<file path="config.mk">
export PLATFORM = sky130hd
export DESIGN_NAME = reg_file_sb
export DESIGN_NICKNAME = d
export VERILOG_FILES = /design/src/rtl/regfile_pkg.sv /design/src/rtl/reg_file_sb_rdport.sv /design/src/rtl/reg_file_sb.sv
export SDC_FILE = /design/constraint.sdc
export NUM_CORES = 2
export LEC_CHECK = 0
export ABC_AREA = 0
export BUFFER_PORTS_ARGS = -buffer_cell sky130_fd_sc_hd__buf_2
export CAP_MARGIN = 25
export CORE_MARGIN = 2
export CORE_UTILIZATION = 60
export DETAILED_ROUTE_END_ITERATION = 12
export GPL_TIMING_DRIVEN = 0
export PLACE_DENSITY = 0.75
export SLEW_MARGIN = 20
export SYNTH_ARGS = -nofsm -noshare
export SYNTH_HDL_FRONTEND = slang
export SYNTH_SLANG_ARGS = --single-unit
</file>
<file path="constraint.sdc">
create_clock -name clk -period 54.3 [get_ports clk]
set_input_delay 10.86 -clock clk [delete_from_list [all_inputs] [get_ports clk]]
set_output_delay 10.86 -clock clk [all_outputs]
set_load 0.02 [all_outputs]
</file>
<file path="src/rtl/regfile_pkg.sv">
// Shared defaults and helpers for the scoreboarded register file.
package regfile_pkg;

    localparam int unsigned XLEN_DEF   = 32;
    localparam int unsigned DEPTH_DEF  = 32;
    localparam int unsigned NUM_RD_DEF = 2;
    localparam int unsigned ZERO_REG   = 0;

    // Busy count must hold 0..DEPTH-1 without wrapping.
    function automatic int unsigned cnt_width(input int unsigned depth);
        return $clog2(depth) + 1;
    endfunction

endpackage

</file>
<file path="src/rtl/reg_file_sb_rdport.sv">
// One combinational read port: address mux, r0 zero check, optional write forwarding.
// Forwarding is compiled in only when REGFILE_BYPASS_EN is defined.
module reg_file_sb_rdport
    import regfile_pkg::*;
#(
    parameter int unsigned XLEN  = XLEN_DEF,
    parameter int unsigned DEPTH = DEPTH_DEF,
    parameter int unsigned AW    = $clog2(DEPTH)
) (
    input  logic [DEPTH-1:0][XLEN-1:0] i_regs,
    input  logic [DEPTH-1:0]           i_busy,
    input  logic [AW-1:0]              i_addr,
    input  logic                       i_wr_en,
    input  logic [AW-1:0]              i_wr_addr,
    input  logic [XLEN-1:0]            i_wr_data,
    input  logic                       i_iss_en,
    input  logic [AW-1:0]              i_iss_addr,
    output logic [XLEN-1:0]            o_data_c,
    output logic                       o_busy_c
);

    logic w_zero;
    assign w_zero = (i_addr == AW'(ZERO_REG));

`ifdef REGFILE_BYPASS_EN
    logic w_fwd;
    logic w_iss_hit;
    assign w_fwd     = i_wr_en && (i_wr_addr == i_addr) && !w_zero;
    assign w_iss_hit = i_iss_en && (i_iss_addr == i_addr);

    // A same-cycle issue to the forwarded register keeps the stored busy bit.
    always_comb begin
        o_data_c = w_zero ? '0 : i_regs[i_addr];
        o_busy_c = w_zero ? 1'b0 : i_busy[i_addr];
        if (w_fwd) begin
            o_data_c = i_wr_data;
            if (!w_iss_hit) begin
                o_busy_c = 1'b0;
            end
        end
    end
`else
    logic w_unused_bypass;
    assign w_unused_bypass = ^{i_wr_en, i_wr_addr, i_wr_data, i_iss_en, i_iss_addr};

    always_comb begin
        o_data_c = w_zero ? '0 : i_regs[i_addr];
        o_busy_c = w_zero ? 1'b0 : i_busy[i_addr];
    end
`endif

endmodule

</file>
<file path="src/rtl/reg_file_sb.sv">
// Register file with per-register busy scoreboard, flush and registered busy count.
// Optional write-to-read forwarding in the read ports via REGFILE_BYPASS_EN.
module reg_file_sb
    import regfile_pkg::*;
#(
    parameter int unsigned XLEN   = XLEN_DEF,
    parameter int unsigned DEPTH  = DEPTH_DEF,
    parameter int unsigned NUM_RD = NUM_RD_DEF,
    parameter int unsigned AW     = $clog2(DEPTH)
) (
    input  logic                   clk,
    input  logic                   rst,
    input  logic [NUM_RD*AW-1:0]   rd_addr,
    output logic [NUM_RD*XLEN-1:0] rd_data,
    output logic [NUM_RD-1:0]      rd_busy,
    input  logic                   wr_en,
    input  logic [AW-1:0]          wr_addr,
    input  logic [XLEN-1:0]        wr_data,
    input  logic                   iss_en,
    input  logic [AW-1:0]          iss_addr,
    input  logic                   flush,
    output logic [AW:0]            busy_cnt
);

    localparam int unsigned CW = cnt_width(DEPTH);

    logic [DEPTH-1:0][XLEN-1:0] r_regs;
    logic [DEPTH-1:0]           r_busy;
    logic [DEPTH-1:0]           w_busy_nxt;
    logic [CW-1:0]              r_busy_cnt;
    logic [CW-1:0]              w_cnt_nxt;
    logic                       w_fwd_wr_en;

    // Register 0 is never written, so it stays at its reset value of zero.
    always_ff @(posedge clk or posedge rst) begin
        if (rst) begin
            r_regs <= '0;
        end else if (wr_en && (wr_addr != AW'(ZERO_REG))) begin
            r_regs[wr_addr] <= wr_data;
        end
    end

    // Flush beats issue, issue beats writeback (newer producer stays outstanding).
    always_comb begin
        w_busy_nxt = r_busy;
        w_cnt_nxt  = '0;
        for (int unsigned r = 1; r < DEPTH; r++) begin
            if (flush) begin
                w_busy_nxt[r] = 1'b0;
            end else if (iss_en && (iss_addr == AW'(r))) begin
                w_busy_nxt[r] = 1'b1;
            end else if (wr_en && (wr_addr == AW'(r))) begin
                w_busy_nxt[r] = 1'b0;
            end
        end
        w_busy_nxt[ZERO_REG] = 1'b0;
        for (int unsigned r = 0; r < DEPTH; r++) begin
            w_cnt_nxt = w_cnt_nxt + CW'(w_busy_nxt[r]);
        end
    end

    always_ff @(posedge clk or posedge rst) begin
        if (rst) begin
            r_busy     <= '0;
            r_busy_cnt <= '0;
        end else begin
            r_busy     <= w_busy_nxt;
            r_busy_cnt <= w_cnt_nxt;
        end
    end

    assign busy_cnt = r_busy_cnt;

    // Forwarding must not leak write data while reset is holding outputs at zero.
    assign w_fwd_wr_en = wr_en & ~rst;

    for (genvar i = 0; i < NUM_RD; i++) begin : g_rd
        reg_file_sb_rdport #(
            .XLEN  (XLEN),
            .DEPTH (DEPTH),
            .AW    (AW)
        ) u_rdport (
            .i_regs     (r_regs),
            .i_busy     (r_busy),
            .i_addr     (rd_addr[i*AW +: AW]),
            .i_wr_en    (w_fwd_wr_en),
            .i_wr_addr  (wr_addr),
            .i_wr_data  (wr_data),
            .i_iss_en   (iss_en),
            .i_iss_addr (iss_addr),
            .o_data_c   (rd_data[i*XLEN +: XLEN]),
            .o_busy_c   (rd_busy[i])
        );
    end

endmodule
</file>
==> impl_metrics.env <==
export IMPL_die_area_um2=97700
export IMPL_drc=0
export IMPL_synthAdderAreaFrac=0.00959
export IMPL_rsz0062_at_grt="no"
export IMPL_synth_async_reset_ratio=1.00
export IMPL_drt_first_pass_iters=6
export IMPL_die_h_um=313
export IMPL_grt_max_degree=108
export IMPL_wl_met3_mm=32.9
export IMPL_ys_types=46
export IMPL_cts_resized=0
export IMPL_synthCells=3978
export IMPL_cts_tree="yes"
export IMPL_period_needed_ns=25.70
export IMPL_synth_top_cell_area_share=0.463
export IMPL_drv_slew=0
export IMPL_finalCritPeriodShare=0.473
export IMPL_area_delta_synth_final_pct=12.4
export IMPL_globalplace_congestion=1.01
export IMPL_cts_hold_buf=0
export IMPL_drv_cap=0
export IMPL_dp_slack_ns=29.18
export IMPL_synth_top_family_by_area="multiplexers"
export IMPL_globalRouteTotalUtil=0.454
export IMPL_power_leakage_nw=28.0
export IMPL_crit_required_ns=43.44
export IMPL_status="completed"
export IMPL_path_clk_slew_ns=0.06
export IMPL_clk_latency_ns=0.74
export IMPL_core_area_um2=94700
export IMPL_setup_tns_ns=0
export IMPL_die_w_um=313
export IMPL_via_count=42233
export IMPL_cts_root_buf="clkbuf_16"
export IMPL_hold_violations=0
export IMPL_ys_seq_area_frac=0.463
export IMPL_ant_nets=0
export IMPL_hold_class="reg -> reg"
export IMPL_clock_sinks=1058
export IMPL_yosys_area_share_simple=0.0223
export IMPL_grt_overflow=0
export IMPL_top_layer="met5"
export IMPL_p_per_area_nw_per_um2=37.2
export IMPL_antenna_found_initial=10
export IMPL_dpl_cell_area_um2=60100
export IMPL_drt_iter0_drc=6352
export IMPL_initial_core_util=0.603
export IMPL_dpl_hpwl_mm=150
export IMPL_rr_worst_depth=18
export IMPL_rows=113
export IMPL_vdd_drop_max_mv=0.0283
export IMPL_worst_slack_ns=28.60
export IMPL_yosysWarnings=0
export IMPL_setup_violations_final=0
export IMPL_routed_wl_mm=221
export IMPL_grt_pass1_vias=42022
export IMPL_critPathKind="in -> out"
export IMPL_synth_ff_type="dfrtp_1"
export IMPL_synth_compound_area_frac=0.0524
export IMPL_worst_slew_pin_slew_ns=1.26
export IMPL_clock_path_buffers=3
export IMPL_post_cts_buffers=0
export IMPL_ys_seq_elements=1058
export IMPL_avgViaCountPerCell=7.49
export IMPL_holdPathStages=1
export IMPL_post_synth_cell_area_avg_um2=14.4
export IMPL_layout_nets=4359
export IMPL_portBuffers=120
export IMPL_final_area_um2=64200
export IMPL_yosysTopAreaCell="dfrtp_1"
export IMPL_io_pins=129
export IMPL_arrival_ns=14.84
export IMPL_fin_cells=5640
export IMPL_wl_per_cell_um=39.2
export IMPL_numCtsBuffers=111
export IMPL_wl_met1_mm=77.0
export IMPL_timing_fmax_mhz=38.9
export IMPL_cp_end_kind="output port"
export IMPL_syn_area_um2=57100
export IMPL_path_max_fanout=9
export IMPL_place_inst=5410
export IMPL_synth_area_mux_share=0.417
export IMPL_clock_skew_ns=0.00756
export IMPL_synth_nets=4065
export IMPL_synth_xor_area_frac=0.000460
export IMPL_slew_headroom=0.162
export IMPL_ys_top_cells_by_area="dfrtp_1 46%, mux2_2 23%, mux4_2 16%"
export IMPL_grt_pass1_wl_mm=309
export IMPL_htreeDepth=3
export IMPL_startpoint_type="input pin"
export IMPL_drive_gt1_frac=0.483
export IMPL_dr_wl_met2_mm=92.1
export IMPL_utilization=0.678
export IMPL_synth_edf_count=0
-- cell type report --
type	count	area (um^2)
antenna	11	27.5
buffer	444	1940
clock buffer	160	3240
clock inverter	45	642
fill	6670	30500
inverter	27	109
multi-input combinational	2449	28700
sequential	1058	26500
tap	1265	1580
timing repair buffer	181	1520
-- Yosys cell counts (all sizes together) (2+ instances only) --
library cell	instances
a211oi	37
a21o	24
a21oi	29
a221o	2
a221oi	32
a22o	2
a22oi	93
a311oi	7
and2	10
and3	2
and3b	2
buf	178
clkbuf	266
dfrtp	1058
fa	23
ha	7
inv	27
mux2	1172
mux2i	135
mux4	411
nand2	58
nand2b	8
nand3	27
nand3b	5
nor2	86
nor2b	33
nor3	29
nor3b	4
o21a	3
o21ai	87
o22ai	54
o31a	53
or2	3
xnor2	3
-- cells by family (layout without fill, tap and decap cells) --
group | Yosys count | after routing
buf+inv | 471 | 857
compound gates | 429 | 429
mux | 1718 | 1718
simple gates | 269 | 269
flops | 1058 | 1058
fa+ha+maj | 30 | 30
other cells | 0 | 11
xor+xnor | 3 | 3
-- worst max-delay path, cell delays in order --
cell	delay, ns
clkbuf_1	0.39
or2_2	0.20
clkbuf_1	0.91
or3_1	0.22
clkbuf_1	0.72
o21ai_0	0.28
a311oi_1	0.93
buf_2	0.32
-- where the power goes --
part / total, W / internal, W / leakage, nW / switching (W)
clock network: 0.000825 / 0.000481 / 1.91 / 0.000343
logic: 0.000510 / 0.000279 / 12.5 / 0.000231
registers: 0.00105 / 0.000934 / 13.6 / 0.000116
-- path summary, 6_finish.rpt --
kind	startpoint	to	slack, ns
min in group asynchronous	rst	busy_cnt[3]	10.10
max in group asynchronous	rst	r_regs[877]	42.37
setup reg to reg	r_busy[14]	busy_cnt[4]	49.06
setup / recovery	rd_addr[9]	rd_data[41]	28.60
hold / removal	r_regs[10]	r_regs[10]	0.46
hold reg to reg	r_regs[10]	r_regs[10]	0.46
-- registers in the layout, summed over array words and instances (netlist names) --
| name | cells |
|---|---|
| busy_cnt | 6 |
| r_busy | 31 |
| r_regs | 1021 |
-- stage by stage --
| stage | power (W) | hold WS, ns |
|---|---|---|
| 2_1_floorplan | 0.00139 | 0.425 |
| 3_5_place_dp | 0.00155 | 0.443 |
| 5_1_grt | 0.00245 | 0.480 |
| 4_1_cts | 0.00236 | 0.457 |
| 6_report | 0.00239 | 0.456 |
| 3_3_place_gp | 0.00153 | 0.437 |
-- cells in the final DEF, fill, tap and decap left out, types with 26 or more instances in the layout --
cell type	count
o22ai_1	54
nor2b_1	33
buf_6	38
nand2_1	58
a22oi_1	93
mux2_2	1172
buf_1	45
nor3_1	29
a221oi_1	32
a21oi_1	29
inv_1	26
buf_2	225
clkbuf_1	266
nor2_1	84
clkbuf_8	26
o31a_1	53
clkbuf_16	112
mux2i_1	135
mux4_2	411
dfrtp_1	1058
o21ai_0	87
a211oi_1	37
nand3_1	27
-- per-layer routing --
metal,GRT usage,up-vias
li1,-,15786
met1,0.571,21797
met2,0.630,3602
met3,0.204,1029
met4,0.305,19
met5,0.0392,-
Note: power is estimated with default switching activity, not from simulation.
